File: src/rtl/fpadd_seq.sv
// Sequencer in front of a multi-cycle FP adder: FIFO-buffers operand pairs, issues one at a time,
// returns results in order. Define FPADD_SEQ_TIMEOUT_EN to enable the WAIT-state timeout.
module fpadd_seq #(
  parameter int DWIDTH  = 32,
  parameter int EWIDTH  = 8,
  parameter int MWIDTH  = 23,
  parameter int DEPTH   = 4,
  parameter int TIMEOUT = 16
) (
  input  logic              clk,
  input  logic              rst,
  input  logic              req_valid,
  output logic              req_ready,
  input  logic [DWIDTH-1:0] req_a,
  input  logic [DWIDTH-1:0] req_b,
  output logic              fp_valid,
  output logic [DWIDTH-1:0] fp_a,
  output logic [DWIDTH-1:0] fp_b,
  input  logic [DWIDTH-1:0] fp_sum,
  input  logic [2:0]        fp_fex,
  input  logic              fp_done,
  output logic              rsp_valid,
  input  logic              rsp_ready,
  output logic [DWIDTH-1:0] rsp_sum,
  output logic [2:0]        rsp_fex,
  output logic              rsp_err,
  output logic [15:0]       ops_done
);

  localparam int AW = $clog2(DEPTH);
  localparam int CW = AW + 1;
  // +0.0 laid out as sign/exponent/mantissa fields
  localparam logic [DWIDTH-1:0] ZERO_SUM =
    {{(DWIDTH-EWIDTH-MWIDTH){1'b0}}, {EWIDTH{1'b0}}, {MWIDTH{1'b0}}};

  typedef enum logic [1:0] {S_IDLE, S_ISSUE, S_WAIT, S_RESP} state_t;

  state_t            r_state, w_next;
  logic [DWIDTH-1:0] r_mem_a [DEPTH];
  logic [DWIDTH-1:0] r_mem_b [DEPTH];
  logic [AW-1:0]     r_wptr, r_rptr;
  logic [CW-1:0]     r_count;
  logic [DWIDTH-1:0] r_fp_a, r_fp_b, r_rsp_sum;
  logic [2:0]        r_rsp_fex;
  logic [15:0]       r_ops_done;
  logic              w_push, w_pop, w_ld_rsp, w_to;

  assign req_ready = (r_count != CW'(DEPTH));
  assign w_push    = req_valid && req_ready;
  assign w_pop     = (r_state == S_IDLE) && (r_count != '0);

  assign fp_valid  = (r_state == S_ISSUE);
  assign fp_a      = r_fp_a;
  assign fp_b      = r_fp_b;
  assign rsp_valid = (r_state == S_RESP);
  assign rsp_sum   = r_rsp_sum;
  assign rsp_fex   = r_rsp_fex;
  assign ops_done  = r_ops_done;

`ifdef FPADD_SEQ_TIMEOUT_EN
  localparam int TW = $clog2(TIMEOUT + 1);
  logic [TW-1:0] r_wcnt;
  logic          r_rsp_err;

  assign w_to    = (r_state == S_WAIT) && !fp_done && (r_wcnt == TW'(TIMEOUT - 1));
  assign rsp_err = r_rsp_err;

  // Counter restarts on every WAIT entry, so it only needs to run in WAIT
  always_ff @(posedge clk) begin
    if (!rst) begin
      r_wcnt    <= '0;
      r_rsp_err <= 1'b0;
    end else begin
      if (r_state == S_ISSUE)     r_wcnt <= '0;
      else if (r_state == S_WAIT) r_wcnt <= r_wcnt + TW'(1);
      if (w_ld_rsp)               r_rsp_err <= w_to;
    end
  end
`else
  logic w_unused_timeout;
  assign w_unused_timeout = ^(32'(TIMEOUT));
  assign w_to    = 1'b0;
  assign rsp_err = 1'b0;
`endif

  always_comb begin
    w_next   = r_state;
    w_ld_rsp = 1'b0;
    case (r_state)
      S_IDLE:  if (r_count != '0) w_next = S_ISSUE;
      S_ISSUE: w_next = S_WAIT;
      S_WAIT: begin
        if (fp_done || w_to) begin
          w_next   = S_RESP;
          w_ld_rsp = 1'b1;
        end
      end
      S_RESP:  if (rsp_ready) w_next = S_IDLE;
      default: w_next = S_IDLE;
    endcase
  end

  always_ff @(posedge clk) begin
    if (w_push) begin
      r_mem_a[r_wptr] <= req_a;
      r_mem_b[r_wptr] <= req_b;
    end
  end

  always_ff @(posedge clk) begin
    if (!rst) begin
      r_state    <= S_IDLE;
      r_wptr     <= '0;
      r_rptr     <= '0;
      r_count    <= '0;
      r_fp_a     <= '0;
      r_fp_b     <= '0;
      r_rsp_sum  <= ZERO_SUM;
      r_rsp_fex  <= 3'b000;
      r_ops_done <= 16'h0000;
    end else begin
      r_state <= w_next;
      if (w_push) r_wptr <= r_wptr + AW'(1);
      if (w_pop)  r_rptr <= r_rptr + AW'(1);
      case ({w_push, w_pop})
        2'b10:   r_count <= r_count + CW'(1);
        2'b01:   r_count <= r_count - CW'(1);
        default: r_count <= r_count;
      endcase
      // Operands stay put until the next pop, covering ISSUE through WAIT exit
      if (w_pop) begin
        r_fp_a <= r_mem_a[r_rptr];
        r_fp_b <= r_mem_b[r_rptr];
      end
      if (w_ld_rsp) begin
        r_rsp_sum <= w_to ? ZERO_SUM : fp_sum;
        r_rsp_fex <= w_to ? 3'b000 : fp_fex;
      end
      if ((r_state == S_RESP) && rsp_ready) r_ops_done <= r_ops_done + 16'd1;
    end
  end

endmodule

File: config.mk
export PLATFORM = sky130hd
export DESIGN_NAME = fpadd_seq
export DESIGN_NICKNAME = d
export VERILOG_FILES = /design/src/rtl/fpadd_seq.sv
export SDC_FILE = /design/constraint.sdc
export NUM_CORES = 1
export LEC_CHECK = 0
export ABC_AREA = 0
export CAP_MARGIN = 0
export CORE_MARGIN = 3
export CORE_UTILIZATION = 50
export CTS_BUF_LIST = sky130_fd_sc_hd__clkbuf_4 sky130_fd_sc_hd__clkbuf_8
export DETAILED_ROUTE_END_ITERATION = 16
export PLACE_DENSITY = 0.86
export SLEW_MARGIN = 20
export SYNTH_ARGS = -nofsm -noshare
export SYNTH_HDL_FRONTEND = slang
export SYNTH_SLANG_ARGS = --single-unit
File: constraint.sdc
create_clock -name clk -period 2.7 [get_ports clk]
set_input_delay 0.54 -clock clk [delete_from_list [all_inputs] [get_ports clk]]
set_output_delay 0.54 -clock clk [all_outputs]
set_load 0.05 [all_outputs]
==> flow_metrics.tcl <==
set metrics [dict create \
    fp.coreArea_sq_um 27300 \
    path_class "reg2out" \
    min_period_over_period_pct 95.0 \
    fmax_mhz 390 \
    layout_common_cells "256 x edfxtp_1, 219 x clkdlybuf4s50_1, 209 x nand2_1, 122 x dfxtp_1, 104 x a21oi_1" \
    initial_core_util_pct 51.3 \
    hold_path.class "reg2reg" \
    cts_buffer_depth 3 \
    rr_startpoint "r_count[2]$_SDFFE_PN0P_" \
    placed_area_sq_um 16600 \
    dp_hpwl_mm 17.8 \
    grt_util_all_layers_pct 19.4 \
    p_leak_nw 5.90 \
    fin_crit_ns 2.56 \
    start_kind "flop" \
    holdPathEnd "fp_a[23]$_SDFFE_PN0P_" \
    setup_viol 0 \
    ios 223 \
    path_clk_slew_ns 0.06 \
    reg2reg_depth 9 \
    grt_overflow 0 \
    postSynthCellCount 912 \
    path_max_fanout 4 \
    dr.pass1.iters 4 \
    slew_headroom_pct 46.8 \
    fin_area_sq_um 17800 \
    placed_cells 1469 \
    drt_iter0_markers 521 \
    htreeDepth 2 \
    crit_start "r_state[1]$_SDFFE_PN0P_" \
    cellPowerDensity_nw_per_um2 1000 \
    die_h_microns 173 \
    drv_slew 0 \
    rrSetupSlack_ns 0.32 \
    grt_antenna_before_repair 2 \
    vias 8308 \
    min-delay-start "fp_a[23]$_SDFFE_PN0P_" \
    yosysTopAreaCell "edfxtp_1" \
    n_antenna_cell 0 \
    post_cts_buffers 0 \
    viasPerCell 5.27 \
    root_buffer "clkbuf_8" \
    cts_buffers 58 \
    critPathCaptureType "output port" \
    final.fill_count 1913 \
    layout_commonest_cell "edfxtp_1" \
    grt_pass1_wl_mm 46.6 \
    die_w_microns 173 \
    avgSynthCellArea_sq_um 15.3 \
    grt_pass1_vias 8799 \
    clock-sinks 380 \
    area_growth_pct 27.5 \
    skew_ns 0.0247 \
    synth_cell_types 42 \
    worstPathRequired_ns 2.16 \
    io_buffer_count 221 \
    cp.arrival_ns 2.02 \
    final_cells 1577 \
    synthTopCellsByArea "edfxtp_1 55%, dfxtp_1 18%, mux4_2 10%" \
    ys_warn_count 0 \
    ant_nets 0 \
    hold-path-cell-count 2 \
    setup_tns_ns 0 \
    wl_mm 29.1 \
    drive_gt1_share_pct 16.3 \
    synth_nets 1028 \
    fp.dieArea_sq_um 30000 \
    rows 60 \
    hold_viol 0 \
    ys_seq_area_share_pct 72.7 \
    maxCapViolations 0 \
    ys_ff_latch 380 \
    routabilityCongestion 0.800 \
    ir_worst_vdd_mv 0.875 \
    worst-slew-pin-transition_ns 0.798 \
    finalNetCount 1273 \
    cts_tree "done" \
    worstReg2RegEnd "r_count[2]$_SDFFE_PN0P_" \
    route.detailed.drc 0 \
    clk_latency_ns 0.59 \
    synth_top_area_share_pct 54.9 \
    grt_max_degree 67 \
    run_status "finished clean" \
    wl_per_cell_microns 18.4 \
    syn_area_sq_um 14000 \
    rsz0062_at_grt "false" \
]
## through the flow
stage               worst slack [ns]  utilization, %  hold WS (ns)  total power [mW]
detailed placement             0.127            60.9         0.446              13.2
global placement               0.202            60.9         0.442              13.1
global route                  0.0408            65.5         0.471              18.8
floorplan                      0.203               -         0.469              11.4
finish                         0.136            65.5         0.451              17.9
CTS                           0.0867            65.5         0.454              18.1
## sequential cells by signal, indices dropped and copies added, names as in the netlist
| name | flops |
|---|---|
| r_mem_a | 128 |
| rsp_sum | 32 |
| r_wptr | 2 |
| r_rptr | 2 |
| rsp_fex | 3 |
| fp_b | 32 |
| fp_a | 32 |
| r_mem_b | 128 |
| r_count | 3 |
| r_state | 2 |
| ops_done | 16 |
## cells in the mapped netlist (all sizes together)
cell	number
a2111oi	1
a21oi	104
a221oi	1
a31o	1
and2	2
and3	4
and4	4
buf	31
clkbuf	18
clkinv	1
conb	1
dfxtp	124
edfxtp	256
fa	1
ha	11
inv	11
mux2i	1
mux4	64
nand2	209
nand2b	2
nand3	6
nand4	7
nor2	21
nor2b	1
nor3	5
nor4	2
nor4b	1
o21ai	1
o31ai	1
or3	1
or3b	1
xnor2	9
xor2	9
## worst max-delay path: stages (launching register included)
cell	delay (ns)
dfxtp_1	0.33
inv_1	0.12
ha_1	0.17
clkdlybuf4s50_1	0.83
## layout make-up
cell class	count	area [sq um]	share of cell area (%)
well taps	372	465	2.61
repair buffers	234	2390	13.4
multi-input cells	471	3500	19.6
clock buffers	92	1150	6.47
clock inverters	16	106	0.596
inverters	12	47.5	0.266
flip-flops and latches	380	10200	57.0
## cell families (layout without fill, tap and decap cells)
logic type / after synthesis / in the layout / share of synthesized area (%)
AOI/OAI and AO/OA: 109 / 109 / 4.00
xor gates and xnor gates: 18 / 18 / 1.13
adders and majority gates: 12 / 12 / 1.13
buffers and inverters: 61 / 354 / 2.49
DFF: 380 / 380 / 72.7
muxes: 65 / 65 / 10.4
other: 1 / 1 / 0.0268
and+or+nand+nor: 266 / 266 / 8.18
## metal layers
metal	up-vias	share of wire, %	GRT usage [%]
li1	3850	-	-
met1	4110	39	23.5
met2	294	52	34.5
met3	50	7.1	4.95
met4	4	1.9	5.74
met5	-	0.11	0
## power by group
group	internal (mW)	switching [mW]	leakage [nW]
clock	2.81	2.09	0.677
combinational	1.94	3.52	1.87
sequential	7.16	0.399	3.36
## how the worst max path moves through the flow
stage / endpoint / slack (ns) / cells past startpoint
floorplan: r_count[2]$_SDFFE_PN0P_ / 0.20 / 9
global placement: r_count[2]$_SDFFE_PN0P_ / 0.20 / 9
detailed placement: r_count[2]$_SDFFE_PN0P_ / 0.13 / 9
CTS: fp_valid / 0.09 / 3
global route: fp_valid / 0.04 / 3
finish: fp_valid / 0.14 / 3
## timing repair
item / CTS / global route
resized for setup: 2 / 0
hold buffers: 0 / 0
endpoints found under the setup margin: 2 / 0
(Power assumes the default switching activity.)
